**config.mk**
```make
export PLATFORM = sky130hd
export DESIGN_NAME = mmu_access_arbiter_flat
export DESIGN_NICKNAME = d
export VERILOG_FILES = /design/src/rtl/mmu_access_arbiter_if.sv /design/src/rtl/mmu_access_arbiter.sv /design/src/flat_wrapper.sv
export SDC_FILE = /design/constraint.sdc
export NUM_CORES = 1
export LEC_CHECK = 0
export ABC_AREA = 1
export CAP_MARGIN = 20
export CORE_ASPECT_RATIO = 0.5
export CORE_MARGIN = 5
export CORE_UTILIZATION = 35
export DETAILED_ROUTE_END_ITERATION = 8
export PLACE_DENSITY = 0.66
export SLEW_MARGIN = 5
export SYNTH_ARGS = -nofsm -noshare
export SYNTH_HDL_FRONTEND = slang
export SYNTH_SLANG_ARGS = --single-unit
```
**constraint.sdc**
```tcl
create_clock -name clk -period 5.2 [get_ports clk]
set_input_delay 1.04 -clock clk [delete_from_list [all_inputs] [get_ports clk]]
set_output_delay 1.04 -clock clk [all_outputs]
set_load 0.005 [all_outputs]
```
**src/rtl/mmu_access_arbiter_if.sv**
```systemverilog
// Bus-op encoding plus the client/MMU signal bundle around mmu_access_arbiter.
// The master modport is the arbiter's view; slave is the clients+MMU side.
package mmu_access_arbiter_pkg;
  typedef enum logic [1:0] {
    BUS_IDLE  = 2'd0,
    BUS_READ  = 2'd1,
    BUS_WRITE = 2'd2
  } bus_op_t;
endpackage

interface mmu_access_arbiter_if #(
  parameter int NUM_CH    = 2,
  parameter int MAX_BYTES = 2,
  parameter int ADDR_W    = 16,
  parameter int LEN_W     = $clog2(MAX_BYTES + 1)
);
  logic [NUM_CH-1:0]             req_valid;
  logic [NUM_CH-1:0]             req_ready;
  logic [NUM_CH-1:0]             req_write;
  logic [NUM_CH*ADDR_W-1:0]      req_addr;
  logic [NUM_CH*LEN_W-1:0]       req_len;
  logic [NUM_CH*MAX_BYTES*8-1:0] req_wdata;
  logic [NUM_CH-1:0]             rsp_valid;
  logic [MAX_BYTES*8-1:0]        rsp_rdata;
  logic                          busy;
  mmu_access_arbiter_pkg::bus_op_t mmu_bus_op;
  logic [ADDR_W-1:0]             mmu_addr;
  logic [7:0]                    mmu_write_data;
  logic [7:0]                    mmu_read_data;
  logic                          mmu_done;

  modport master (
    input  req_valid, req_write, req_addr, req_len, req_wdata,
    input  mmu_read_data, mmu_done,
    output req_ready, rsp_valid, rsp_rdata, busy,
    output mmu_bus_op, mmu_addr, mmu_write_data
  );

  modport slave (
    output req_valid, req_write, req_addr, req_len, req_wdata,
    output mmu_read_data, mmu_done,
    input  req_ready, rsp_valid, rsp_rdata, busy,
    input  mmu_bus_op, mmu_addr, mmu_write_data
  );
endinterface

```
**src/rtl/mmu_access_arbiter.sv**
```systemverilog
// Round-robin arbiter that turns multi-byte client requests into a sequence of
// single-byte MMU operations and returns the assembled little-endian result.
module mmu_access_arbiter #(
  parameter int NUM_CH    = 2,
  parameter int MAX_BYTES = 2,
  parameter int ADDR_W    = 16,
  parameter int LEN_W     = $clog2(MAX_BYTES + 1)
) (
  input  logic                 clk,
  input  logic                 reset,
  mmu_access_arbiter_if.master bus
);
  import mmu_access_arbiter_pkg::*;

  localparam int CH_W   = (NUM_CH > 1) ? $clog2(NUM_CH) : 1;
  localparam int DATA_W = MAX_BYTES * 8;

  typedef enum logic [2:0] {
    S_IDLE,
    S_ISSUE,
    S_WAIT,
    S_GAP,
    S_RESP
  } state_t;

  state_t              r_state;
  logic [CH_W-1:0]     r_ptr;
  logic [CH_W-1:0]     r_ch;
  logic                r_write;
  logic [ADDR_W-1:0]   r_addr;
  logic [LEN_W-1:0]    r_len;
  logic [LEN_W-1:0]    r_idx;
  logic [DATA_W-1:0]   r_wdata;
  logic [DATA_W-1:0]   r_acc;
  bus_op_t             r_bus_op;
  logic [ADDR_W-1:0]   r_mmu_addr;
  logic [7:0]          r_mmu_wdata;
  logic [NUM_CH-1:0]   r_rsp_valid;
  logic [DATA_W-1:0]   r_rsp_rdata;

  logic [ADDR_W-1:0]   w_addr  [NUM_CH];
  logic [LEN_W-1:0]    w_len   [NUM_CH];
  logic [DATA_W-1:0]   w_wdata [NUM_CH];
  logic [CH_W-1:0]     w_cand  [NUM_CH];
  logic                w_grant_any;
  logic [CH_W-1:0]     w_grant_ch;
  logic [NUM_CH-1:0]   w_req_ready;
  logic                w_accept;
  logic [LEN_W-1:0]    w_len_clamp;
  logic [LEN_W-1:0]    w_idx_next;
  logic [CH_W-1:0]     w_ptr_next;

  genvar gi;
  generate
    for (gi = 0; gi < NUM_CH; gi++) begin : g_ch
      logic [CH_W:0] w_sum;

      assign w_addr[gi]  = bus.req_addr[gi*ADDR_W +: ADDR_W];
      assign w_len[gi]   = bus.req_len[gi*LEN_W +: LEN_W];
      assign w_wdata[gi] = bus.req_wdata[gi*DATA_W +: DATA_W];

      // Candidate at rotation offset gi from the pointer, wrapped modulo NUM_CH.
      assign w_sum       = {1'b0, r_ptr} + (CH_W+1)'(gi);
      assign w_cand[gi]  = (w_sum >= (CH_W+1)'(NUM_CH)) ?
                           CH_W'(w_sum - (CH_W+1)'(NUM_CH)) : CH_W'(w_sum);

      assign w_req_ready[gi] = (r_state == S_IDLE) && w_grant_any &&
                               (w_grant_ch == CH_W'(gi));
    end
  endgenerate

  // Scan from the far end so the lowest rotation offset wins.
  always_comb begin
    w_grant_any = 1'b0;
    w_grant_ch  = '0;
    for (int k = NUM_CH - 1; k >= 0; k--) begin
      if (bus.req_valid[w_cand[k]]) begin
        w_grant_any = 1'b1;
        w_grant_ch  = w_cand[k];
      end
    end
  end

  assign w_accept    = (r_state == S_IDLE) && w_grant_any;
  assign w_len_clamp = (w_len[w_grant_ch] > LEN_W'(MAX_BYTES)) ?
                       LEN_W'(MAX_BYTES) : w_len[w_grant_ch];
  assign w_idx_next  = r_idx + LEN_W'(1);
  assign w_ptr_next  = (w_grant_ch == CH_W'(NUM_CH - 1)) ? '0 : w_grant_ch + CH_W'(1);

  always_ff @(posedge clk or posedge reset) begin
    if (reset) begin
      r_state     <= S_IDLE;
      r_ptr       <= '0;
      r_ch        <= '0;
      r_write     <= 1'b0;
      r_addr      <= '0;
      r_len       <= '0;
      r_idx       <= '0;
      r_wdata     <= '0;
      r_acc       <= '0;
      r_bus_op    <= BUS_IDLE;
      r_mmu_addr  <= '0;
      r_mmu_wdata <= '0;
      r_rsp_valid <= '0;
      r_rsp_rdata <= '0;
    end else begin
      r_rsp_valid <= '0;
      unique case (r_state)
        S_IDLE: begin
          if (w_accept) begin
            r_ch    <= w_grant_ch;
            r_write <= bus.req_write[w_grant_ch];
            r_addr  <= w_addr[w_grant_ch];
            r_len   <= w_len_clamp;
            r_wdata <= w_wdata[w_grant_ch];
            r_idx   <= '0;
            r_acc   <= '0;
            r_ptr   <= w_ptr_next;
            if (w_len_clamp == '0) begin
              r_state <= S_RESP;
            end else begin
              // Byte 0 goes on the bus in the cycle right after accept.
              r_state     <= S_ISSUE;
              r_bus_op    <= bus.req_write[w_grant_ch] ? BUS_WRITE : BUS_READ;
              r_mmu_addr  <= w_addr[w_grant_ch];
              r_mmu_wdata <= w_wdata[w_grant_ch][7:0];
            end
          end
        end
        S_ISSUE: begin
          r_state <= S_WAIT;
        end
        S_WAIT: begin
          if (bus.mmu_done) begin
            if (!r_write) begin
              r_acc[8*r_idx +: 8] <= bus.mmu_read_data;
            end
            r_bus_op <= BUS_IDLE;
            r_idx    <= w_idx_next;
            r_state  <= (w_idx_next == r_len) ? S_RESP : S_GAP;
          end
        end
        S_GAP: begin
          r_state     <= S_ISSUE;
          r_bus_op    <= r_write ? BUS_WRITE : BUS_READ;
          r_mmu_addr  <= r_addr + ADDR_W'(r_idx);
          r_mmu_wdata <= r_wdata[8*r_idx +: 8];
        end
        S_RESP: begin
          r_rsp_valid[r_ch] <= 1'b1;
          r_rsp_rdata       <= r_acc;
          r_state           <= S_IDLE;
        end
        default: begin
          r_state <= S_IDLE;
        end
      endcase
    end
  end

  assign bus.req_ready      = w_req_ready;
  assign bus.rsp_valid      = r_rsp_valid;
  assign bus.rsp_rdata      = r_rsp_rdata;
  assign bus.busy           = (r_state != S_IDLE);
  assign bus.mmu_bus_op     = r_bus_op;
  assign bus.mmu_addr       = r_mmu_addr;
  assign bus.mmu_write_data = r_mmu_wdata;
endmodule
```
**src/flat_wrapper.sv**
```systemverilog
// flat-port wrapper written by rule: the top's interface ports become plain ports
module mmu_access_arbiter_flat import mmu_access_arbiter_pkg::*;
#(
  parameter int NUM_CH    = 2,
  parameter int MAX_BYTES = 2,
  parameter int ADDR_W    = 16,
  parameter int LEN_W     = $clog2(MAX_BYTES + 1)
)
  (clk, reset, bus_req_valid, bus_req_write, bus_req_addr, bus_req_len, bus_req_wdata, bus_mmu_read_data, bus_mmu_done, bus_req_ready, bus_rsp_valid, bus_rsp_rdata, bus_busy, bus_mmu_bus_op, bus_mmu_addr, bus_mmu_write_data);
  mmu_access_arbiter_if #(.NUM_CH(NUM_CH), .MAX_BYTES(MAX_BYTES), .ADDR_W(ADDR_W), .LEN_W(LEN_W)) bus_i ();
  input  logic clk;
  input  logic reset;
  input wire logic [$bits(bus_i.req_valid)-1:0] bus_req_valid;
  input wire logic [$bits(bus_i.req_write)-1:0] bus_req_write;
  input wire logic [$bits(bus_i.req_addr)-1:0] bus_req_addr;
  input wire logic [$bits(bus_i.req_len)-1:0] bus_req_len;
  input wire logic [$bits(bus_i.req_wdata)-1:0] bus_req_wdata;
  input wire logic [$bits(bus_i.mmu_read_data)-1:0] bus_mmu_read_data;
  input wire logic [$bits(bus_i.mmu_done)-1:0] bus_mmu_done;
  output wire logic [$bits(bus_i.req_ready)-1:0] bus_req_ready;
  output wire logic [$bits(bus_i.rsp_valid)-1:0] bus_rsp_valid;
  output wire logic [$bits(bus_i.rsp_rdata)-1:0] bus_rsp_rdata;
  output wire logic [$bits(bus_i.busy)-1:0] bus_busy;
  output wire logic [$bits(bus_i.mmu_bus_op)-1:0] bus_mmu_bus_op;
  output wire logic [$bits(bus_i.mmu_addr)-1:0] bus_mmu_addr;
  output wire logic [$bits(bus_i.mmu_write_data)-1:0] bus_mmu_write_data;
  assign bus_i.req_valid = bus_req_valid;
  assign bus_i.req_write = bus_req_write;
  assign bus_i.req_addr = bus_req_addr;
  assign bus_i.req_len = bus_req_len;
  assign bus_i.req_wdata = bus_req_wdata;
  assign bus_i.mmu_read_data = bus_mmu_read_data;
  assign bus_i.mmu_done = bus_mmu_done;
  assign bus_req_ready = bus_i.req_ready;
  assign bus_rsp_valid = bus_i.rsp_valid;
  assign bus_rsp_rdata = bus_i.rsp_rdata;
  assign bus_busy = bus_i.busy;
  assign bus_mmu_bus_op = bus_i.mmu_bus_op;
  assign bus_mmu_addr = bus_i.mmu_addr;
  assign bus_mmu_write_data = bus_i.mmu_write_data;
  mmu_access_arbiter #(.NUM_CH(NUM_CH), .MAX_BYTES(MAX_BYTES), .ADDR_W(ADDR_W), .LEN_W(LEN_W)) u_core (.clk(clk), .reset(reset), .bus(bus_i));
endmodule
```
## Word level (Yosys, flattened, before mapping)

Cells that the tools add are included.

- Output and inout bits: 47
- Flip-flop bits (word level): 102
- Input port bits: 83

- Shift operators: 3
- Add/subtract/negate cells: 7
- Magnitude comparators: 9
- Equality and inequality tests: 9
- Bitwise logic cells: 2
- Multiplexer cells: 51
- Reduce and logical (&&, ||, !) cells: 16

Operators by type and width:

| operator | number |
|---|---|
| $mux W16 | 11 |
| $pmux W16 S2 | 2 |
| $neg A5 Y34 | 1 |
| $shift A8 B34 Y16 const A | 1 |
| $shiftx A8 B34 Y16 | 1 |
| $mux W2 | 12 |
| $add A16 B2 Y16 | 1 |
| $bwmux W16 | 1 |
| $mux W8 | 2 |
| $pmux W8 S2 | 1 |
| $shiftx A16 B6 Y8 | 1 |
| $mux W1 | 14 |
| $mux W3 | 4 |
| $pmux W3 S4 | 1 |
| $lt A1 B2 Y1 const B | 4 |
| $reduce_and A4 Y1 | 2 |
| $eq A3 B2 Y1 const B | 2 |
| $ne A2 B2 Y1 const B | 3 |
| $pmux W2 S3 | 1 |
| $reduce_and A3 Y1 | 2 |
| $reduce_bool A3 Y1 | 2 |
| $ge A2 B2 Y1 const B | 2 |
| $logic_and A1 B1 Y1 | 4 |
| $pmux W2 S2 | 1 |
| 18 further kinds | 21 |

## Longest topological paths before layout

Gate-level depths: netlist (run 1).

- Word-level depth: 17
- Depth in mapped cells: 11
- Gate-level depth less buffers: 11

## Least setup slack after synthesis (run 1)

No wires, ideal clock.

- Kind: in2out
- From: input port bus_req_valid[0]
- To: output port bus_req_ready[0]
- Data arrival time: 1.711 ns
- Required time: 4.160 ns
- Stages on the path: 5
- Setup slack: 2.449 ns
- Cell sequence: nand2_1 nand2_1 clkbuf_1 nand2_1 clkinv_1

- Word-level cells in the longest chain between the ends: 6
- Elaborated cells between the ends (all ways): 11
- Classes of those cells: mux: 8; bitwise: 1; reduce/logical: 2

RTL lines:

| item | RTL line | RTL |
|---|---|---|
| start: declaration | flat_wrapper.sv:13 | `input wire logic [$bits(bus_i.req_valid)-1:0] bus_req_valid;` |
| $mux W1 (implied by the code) (2 in a row) | mmu_access_arbiter.sv:77 | `if (bus.req_valid[w_cand[k]]) begin` |
| $mux W1 (2 in a row) | mmu_access_arbiter.sv:77 |  |
| $logic_and A1 B1 Y1 / $not A1 Y1 (equally long branches) | mmu_access_arbiter.sv:67, mmu_access_arbiter.sv:68 |  |
| $logic_and A1 B1 Y1 * | mmu_access_arbiter.sv:67 | `assign w_req_ready[gi] = (r_state == S_IDLE) && w_grant_any &&` |
| end: declaration | flat_wrapper.sv:20 | `output wire logic [$bits(bus_i.req_ready)-1:0] bus_req_ready;` |

Every way passes the cells marked *; elsewhere a longest branch is shown, timed or not. The select of a mux whose other input is x is not followed.

## Final worst setup path (run 1)

- From: input port bus_req_valid[1]
- To: output port bus_req_ready[1]

- Word-level cells in the longest chain between the ends: 6
- Elaborated cells between the ends (all ways): 10
- Classes of those cells: mux: 8; reduce/logical: 2

RTL lines:

| item | RTL line |
|---|---|
| $mux W1 (implied by the code) (2 in a row) | mmu_access_arbiter.sv:77 |
| $mux W1 (2 in a row) | mmu_access_arbiter.sv:77 |
| $logic_and A1 B1 Y1 | mmu_access_arbiter.sv:67 |
| $logic_and A1 B1 Y1 * | mmu_access_arbiter.sv:67 |

Marked as above.

==> results of run 1 <==
==> worst max-delay path, delay by kind of cell <==
family / cells / cell delay [ns]
AO/OA/AOI/OAI: 1 / 0.13
buffers and inverters: 5 / 1.51
AND/OR/NAND/NOR: 1 / 0.10
==> worst paths after layout <==
check                                   from                            to  slack [ns]
hold reg to reg                  u_core.r_ch       u_core.bus.rsp_valid[0]        0.43
setup / recovery            bus_req_valid[1]              bus_req_ready[1]        1.36
setup reg to reg           u_core.r_state[1]  u_core.bus.mmu_write_data[7]        2.51
min in group asynchronous              reset               u_core.r_acc[0]        1.12
hold / removal                   u_core.r_ch       u_core.bus.rsp_valid[0]        0.43
max in group asynchronous              reset            u_core.r_wdata[12]        3.22
==> registers in the layout (all words and copies together), names as in the netlist, 3 cells and up <==
name and cells:
u_core.bus.mmu_addr 16, u_core.bus.mmu_write_data 8, u_core.bus.rsp_rdata 16, u_core.r_acc 16
u_core.r_addr 16, u_core.r_state 3, u_core.r_wdata 16
==> layout by cell type (no fill, tap or decap), types with 6 or more instances in the layout <==
cell type / instances
sky130_fd_sc_hd__nand2_1: 213
sky130_fd_sc_hd__clkdlybuf4s50_1: 129
sky130_fd_sc_hd__dfrtp_1: 102
sky130_fd_sc_hd__nand3_1: 64
sky130_fd_sc_hd__o21ai_0: 59
sky130_fd_sc_hd__inv_1: 43
sky130_fd_sc_hd__nor2_1: 29
sky130_fd_sc_hd__o21ai_1: 18
sky130_fd_sc_hd__mux2_2: 16
sky130_fd_sc_hd__or2_2: 15
sky130_fd_sc_hd__o22ai_1: 10
sky130_fd_sc_hd__clkbuf_16: 9
sky130_fd_sc_hd__nand2b_1: 8
sky130_fd_sc_hd__a21boi_0: 8
sky130_fd_sc_hd__nand4_1: 6
==> area by class of cell <==
class,count,area share (%)
Tap cell,198,3.528
Sequential cell,102,36.35
Multi-Input combinational cell,475,33.80
Clock buffer,9,3.207
Inverter,50,2.708
Timing Repair Buffer,134,18.92
Clock inverter,7,1.479
==> power by group <==
part	leakage [nW]	switching [mW]	internal, mW
Sequential	1.31	0.242	1.10
Combinational	1.78	0.930	0.676
Clock	0.154	0.310	0.428
Total	3.24	1.48	2.21
==> routing by layer <==
| layer | GRT usage [%] | wire length [µm] | vias to the layer above | share of wire, % |
|---|---|---|---|---|
| met5 | 0 | 0 | - | 0 |
| li1 | - | - | 2369 | - |
| met3 | 3.523 | 677 | 15 | 4.9 |
| met1 | 22.24 | 6666 | 2217 | 49 |
| met2 | 24.99 | 6199 | 110 | 45 |
| met4 | 3.204 | 161 | 0 | 1.2 |
==> kinds of logic (layout without fill, tap and decap cells) <==
logic type | count (synthesis) | after routing | share of synthesized area [%]
buffers and inverters | 77 | 200 | 6.284
XOR/XNOR | 3 | 3 | 0.5000
adder cells (fa/ha/maj) | 6 | 6 | 1.571
flip-flops | 102 | 102 | 48.56
multiplexers | 17 | 17 | 3.618
AO/OA/AOI/OAI | 105 | 105 | 11.21
AND/OR/NAND/NOR | 344 | 344 | 28.26
==> metrics.json, run 1 <==
{
  "io-pin-count": 130,
  "synth_async_sr_flop_share_pct": 100.0,
  "post-place-ws_ns": 1.357,
  "drcViolationCount": 0,
  "timing.setup.tns_ns": 0,
  "ctsHoldBuffers": 0,
  "cts_root_buf": "sky130_fd_sc_hd__clkbuf_16",
  "synth_cell_types": 35,
  "finalMaxSlewViolations": 0,
  "synth_top_cells_by_area": "sky130_fd_sc_hd__dfrtp_1 (49%), sky130_fd_sc_hd__nand2_1 (15%), sky130_fd_sc_hd__nand3_1 (6.1%)",
  "post_synth_inst_count": 654,
  "fraction_of_layout_instances_using_a_drive_strength_above_1_pct": 8.623,
  "worst_setup_path_end_kind": "output port",
  "antenna-diode-count": 0,
  "initial_antenna_violation_count": 0,
  "timing.critical_path.arrival_ns": 2.80,
  "setup_ws_ns": 1.365,
  "tcrit_tclk_final_pct": 73.75,
  "static-leakage-power_nw": 3.242,
  "path_class": "input pin to output port",
  "synth-edff-count": 0,
  "worst_skew_pair.late_latency_ns": 0.34,
  "htree_num_levels": 3,
  "clock_sink_count": 102,
  "synth_flop_cell": "sky130_fd_sc_hd__dfrtp_1",
  "post_synth_top_cells": "sky130_fd_sc_hd__nand2_1 (213), sky130_fd_sc_hd__dfrtp_1 (102), sky130_fd_sc_hd__nand3_1 (64)",
  "core_area_um2": 14580,
  "post_layout_nonfiller_instances": 975,
  "routed_wl_mm": 13.71,
  "overall_die_area_um2": 17720,
  "max-slew-margin-rel_pct": 31.40,
  "worst_hold_path.num_cells": 1,
  "setup_repair_after_global_routing_missed_its_margin": "false",
  "horizontal_die_dimension_um": 183.3,
  "critical_path_required_ns": 4.16,
  "wire_length_of_the_first_global_routing_pass_mm": 23.10,
  "worst_ir_drop_vdd_uv": 237.9,
  "drt_iter0_drc": 352,
  "fp-row-count": 31,
  "yosysWarningCount": 0,
  "drt_pre_antenna_iters": 5,
  "placedInstanceArea_um2": 6693,
  "slowest_delay_ns": 0.53,
  "fin_area_um2": 7022,
  "post-route-min-period_ns": 3.835,
  "synthToLayoutAreaGrowth_pct": 33.59,
  "fin_worst_hold_slack_ns": 0.4329,
  "cts_repair_resize_count": 0,
  "multi_input_comb_area_um2": 2374,
  "cts_post_setup_buffers_inserted": 0,
  "status": "complete, no violations",
  "numPortBuffers": 129,
  "startpoint_class_of_the_critical_path": "input pin",
  "power_density_relative_to_cell_area_nw_per_um2": 525.5,
  "yosys_register_bits": 102,
  "number_of_clock_buffers_inserted_by_tritoncts": 9,
  "grt_start_max_net_pins": 59,
  "detailroute.via_count": 4711,
  "synth-seq-area-share_pct": 48.56,
  "syn_nets": 743,
  "post-place-cells": 959,
  "final_nets": 861,
  "final_util_pct": 48.15,
  "die_h_um": 96.66,
  "maxCapViolCount": 0,
  "achievable_clock_frequency_ghz": 0.2608,
  "syn_avg_cell_area_um2": 8.037,
  "dpl.hpwl_mm": 10.16,
  "fill_cells": 1442,
  "tritoncts": "done",
  "postRouteAntennaNets": 0,
  "grt_pass1_vias": 4548,
  "groute.usage.overall_pct": 15.76,
  "global_route.overflow_total": 0,
  "critical_path.cell_chain": "clkdlybuf4s50_1 -> inv_1 -> a21oi_1 -> buf_4 -> nand2_1 -> clkinv_1 -> clkdlybuf4s50_1",
  "yosys.area.top_type_share_pct": 48.56,
  "starting_utilization_of_the_core_area_pct": 36.04,
  "synthMostInstantiatedCell": "sky130_fd_sc_hd__nand2_1",
  "path_clk_slew_ns": 0.07,
  "gp_congestion": 0.8861,
  "final_clock_skew_ns": 0.007366,
  "critical-path-slowest-cell": "sky130_fd_sc_hd__clkdlybuf4s50_1",
  "worst-r2r-cell-count": 7,
  "timing.final.hold_violations": 0,
  "design_power_total_mw": 3.690,
  "hp-class": "flip-flop to flip-flop",
  "critical_path_peak_fanout": 12,
  "setup_viol": 0,
  "cts_buffer_depth": 2,
  "route.detailed.wl_per_inst_um": 14.06,
  "route.detailed.vias_per_inst": 4.832,
  "path_common_cell": "sky130_fd_sc_hd__clkdlybuf4s50_1",
  "yosys.area.top_type": "sky130_fd_sc_hd__dfrtp_1",
  "synth.cell_area_um2": 5256,
  "register_area_um2": 2552,
  "timing_worst_slew_pin_value_ns": 1.028
}
(Power assumes the default switching activity.)
==> inputs of run 2 (changes only) <==
--- a/config.mk
+++ b/config.mk
@@ -11,7 +11,7 @@
 export CORE_MARGIN = 5
 export CORE_UTILIZATION = 35
 export DETAILED_ROUTE_END_ITERATION = 8
-export PLACE_DENSITY = 0.66
+export PLACE_DENSITY = 0.68
 export SLEW_MARGIN = 5
 export SYNTH_ARGS = -nofsm -noshare
 export SYNTH_HDL_FRONTEND = slang
==> constraint.sdc (replaced) <==
create_clock -name clk -period 3.4 [get_ports clk]
set_input_delay 0.68 -clock clk [delete_from_list [all_inputs] [get_ports clk]]
set_output_delay 0.68 -clock clk [all_outputs]
set_load 0.005 [all_outputs]
==> metrics.json, run 2 (same netlist as run 1, synthesis figures left out) <==
{
  "status": "complete, no violations",
  "overall_die_area": {"value": 17720, "unit": "µm²", "change": "unchanged"},
  "finalMaxSlewViolations": {"value": 0, "change": "unchanged"},
  "netSwitchingFraction": {"value": 40.25, "unit": "%", "change": "+0.069 points"},
  "post_layout_nonfiller_instances": {"value": 977, "change": "+0.21%"},
  "final_nets": {"value": 863, "change": "+0.23%"},
  "achievable_clock_frequency_ghz": 0.3308,
  "critical_path_peak_fanout": {"value": 8, "change": "-4"},
  "static-leakage-power": {"value": 3.258, "unit": "nW", "change": "+0.51%"},
  "antenna-diode-count": {"value": 0, "change": "unchanged"},
  "design_power_total": {"value": 5.673, "unit": "mW", "change": "+54%"},
  "ctsHoldBuffers": {"value": 0, "change": "unchanged"},
  "global_route.overflow_total": {"value": 0, "change": "unchanged"},
  "most-common-layout-cells": "sky130_fd_sc_hd__nand2_1 (213), sky130_fd_sc_hd__clkdlybuf4s50_1 (129), sky130_fd_sc_hd__dfrtp_1 (102)",
  "path_class": "input pin to output port",
  "power_report.internal_total": {"value": 3.390, "unit": "mW", "change": "+54%"},
  "number_of_clock_buffers_inserted_by_tritoncts": {"value": 9, "change": "unchanged"},
  "maxCapViolCount": {"value": 0, "change": "unchanged"},
  "worst_setup_path_end_kind": "output port",
  "core_area": {"value": 14580, "unit": "µm²", "change": "unchanged"},
  "htree_num_levels": {"value": 3, "change": "unchanged"},
  "horizontal_die_dimension": {"value": 183.3, "unit": "µm", "change": "unchanged"},
  "route.detailed.vias_per_inst": {"value": 4.821, "change": "-0.23%"},
  "fill_cells": {"value": 1428, "change": "-0.97%"},
  "numPortBuffers": {"value": 129, "change": "unchanged"},
  "grt_start_max_net_pins": {"value": 59, "change": "unchanged"},
  "detailroute.via_count": {"value": 4710, "change": "-0.021%"},
  "timing.setup.tns": {"value": 0, "unit": "ns", "change": "unchanged"},
  "timing.final.hold_violations": {"value": 0, "change": "unchanged"},
  "drcViolationCount": {"value": 0, "change": "unchanged"},
  "groute.usage.overall": {"value": 16.36, "unit": "%", "change": "+0.60 points"},
  "drt_pre_antenna_iters": {"value": 4, "change": "-1"},
  "dpl.hpwl": {"value": 10.56, "unit": "mm", "change": "+3.9%"},
  "cts_repair_resize_count": {"value": 0, "change": "unchanged"},
  "commonest_non_fill_non_tap_cell_in_the_layout": "sky130_fd_sc_hd__nand2_1",
  "worst_ir_drop_vdd": {"value": 348.1, "unit": "µV", "change": "+46%"},
  "clock_sink_count": {"value": 102, "change": "unchanged"},
  "max-slew-margin-rel": {"value": 39.00, "unit": "%", "change": "+7.6 points"},
  "setup_repair_after_global_routing_missed_its_margin": "false",
  "path_common_cell": "sky130_fd_sc_hd__clkdlybuf4s50_1",
  "final_clock_skew": {"value": 0.005274, "unit": "ns", "change": "-0.002091 ns"},
  "pwr-share-clk": {"value": 20.1, "unit": "%", "change": "about the same"},
  "setup_viol": {"value": 0, "change": "unchanged"},
  "hp-class": "flip-flop to flip-flop",
  "worst_hold_path.num_cells": {"value": 1, "change": "unchanged"},
  "timing.critical_path.arrival": {"value": 2.34, "unit": "ns", "change": "-0.46 ns"},
  "grt_pass1_vias": {"value": 4737, "change": "+4.2%"},
  "tcrit_tclk_final_pct": 88.91,
  "cts_root_buf": "sky130_fd_sc_hd__clkbuf_16",
  "initial_antenna_violation_count": {"value": 0, "change": "unchanged"},
  "path_clk_slew": {"value": 0.07, "unit": "ns", "change": "about the same"},
  "slowest_delay": {"value": 0.52, "unit": "ns", "change": "about the same"},
  "worst_skew_pair.late_latency": {"value": 0.35, "unit": "ns", "change": "about the same"},
  "power_density_relative_to_cell_area": {"value": 804.5, "unit": "nW/µm²", "change": "+53%"},
  "worst-r2r-cell-count": {"value": 7, "change": "unchanged"},
  "net_switching_power": {"value": 2.283, "unit": "mW", "change": "+54%"},
  "seq_power_share": {"value": 36.4, "unit": "%", "change": "about the same"},
  "tritoncts": "done",
  "gp_congestion": {"value": 0.8525, "change": "-3.8%"},
  "critical_path.cell_chain": "clkdlybuf4s50_1 -> inv_1 -> a21oi_4 -> nand2_1 -> clkinv_1 -> clkdlybuf4s50_1",
  "die_h": {"value": 96.66, "unit": "µm", "change": "unchanged"},
  "route.detailed.wl_per_inst": {"value": 14.47, "unit": "µm", "change": "+2.9%"},
  "startpoint_class_of_the_critical_path": "input pin",
  "drt_iter0_drc": {"value": 375, "change": "+6.5%"},
  "fp-row-count": {"value": 31, "change": "unchanged"},
  "cts_post_setup_buffers_inserted": {"value": 0, "change": "unchanged"},
  "critical_path_required": {"value": 2.72, "unit": "ns", "change": "-1.44 ns"},
  "fraction_of_layout_instances_using_a_drive_strength_above_1": {"value": 8.858, "unit": "%", "change": "+0.23 points"},
  "io-pin-count": {"value": 130, "change": "unchanged"},
  "routed_wl": {"value": 14.13, "unit": "mm", "change": "+3.1%"},
  "post-route-min-period_ns": 3.023,
  "wire_length_of_the_first_global_routing_pass": {"value": 23.83, "unit": "mm", "change": "+3.2%"},
  "cts_buffer_depth": {"value": 2, "change": "unchanged"},
  "combPwrFrac": {"value": 43.5, "unit": "%", "change": "about the same"},
  "post-place-cells": {"value": 961, "change": "+0.21%"},
  "critical-path-slowest-cell": "sky130_fd_sc_hd__clkdlybuf4s50_1",
  "postRouteAntennaNets": {"value": 0, "change": "unchanged"},
  "starting_utilization_of_the_core_area": {"value": 36.04, "unit": "%", "change": "unchanged"},
  "final_util": {"value": 48.35, "unit": "%", "change": "+0.21 points"},
  "timing_worst_slew_pin_value": {"value": 0.9136, "unit": "ns", "change": "-0.1142 ns"},
  "synthToLayoutAreaGrowth_pct": 34.16
}
-- run 2: cell count changes in the layout (fill, tap and decap cells not counted), sizes merged --
cell  previous run  this run
buf              5         7
-- run 2: layout make-up --
type | count | area, µm² | share of cell area (%)
clock inverter | 7 | 106.4 | 1.508
multi-input combinational | 475 | 2374 | 33.66
timing repair buffer | 136 | 1356 | 19.23
sequential | 102 | 2552 | 36.20
clock buffer | 9 | 225.2 | 3.194
inverter | 50 | 190.2 | 2.697
tap | 198 | 247.7 | 3.513
-- run 2: critical path: cells and delay by family --
kind            cells  cell delay (ns)
compound gates      1             0.28
buf+inv             4             1.24
simple gates        1             0.15
-- run 2: final timing paths --
| check | start | end | slack (ns) |
|---|---|---|---|
| max in group asynchronous | reset | u_core.bus.rsp_rdata[11] | 1.98 |
| hold / removal | u_core.r_ch | u_core.bus.rsp_valid[0] | 0.42 |
| setup / recovery | bus_req_valid[1] | bus_req_ready[0] | 0.38 |
| min in group asynchronous | reset | u_core.bus.rsp_rdata[0] | 0.76 |
| setup reg to reg | u_core.r_idx[0] | u_core.r_acc[9] | 0.93 |
| hold reg to reg | u_core.r_ch | u_core.bus.rsp_valid[0] | 0.42 |
-- run 2: metrics by stage --
step | hold slack [ns] | setup WS (ns) | area [µm²]
4_1_cts | 0.4268 | 0.3992 | 7052
5_1_grt | 0.4777 | 0.2847 | 7052
3_3_place_gp | 0.4149 | 0.4659 | 6720
2_1_floorplan | 0.4032 | 0.04452 | 5256
3_5_place_dp | 0.4115 | 0.4049 | 6720
6_report | 0.4227 | 0.3771 | 7052
-- run 2: power by group through the flow --
stage	clock network, mW	registers (mW)	logic (mW)
global route	1.21	2.13	2.81
CTS	1.16	2.06	2.49
finish	1.14	2.07	2.47
global placement	0	2.07	2.41
detailed placement	0	2.08	2.48
floorplan	0	1.98	1.65
-- run 2: layer usage --
metal,vias to the layer above,GRT usage [%],wire [µm]
li1,2365,-,-
met5,-,0,0
met4,0,3.490,158
met2,105,26.32,6553
met1,2225,22.55,6697
met3,15,3.936,725
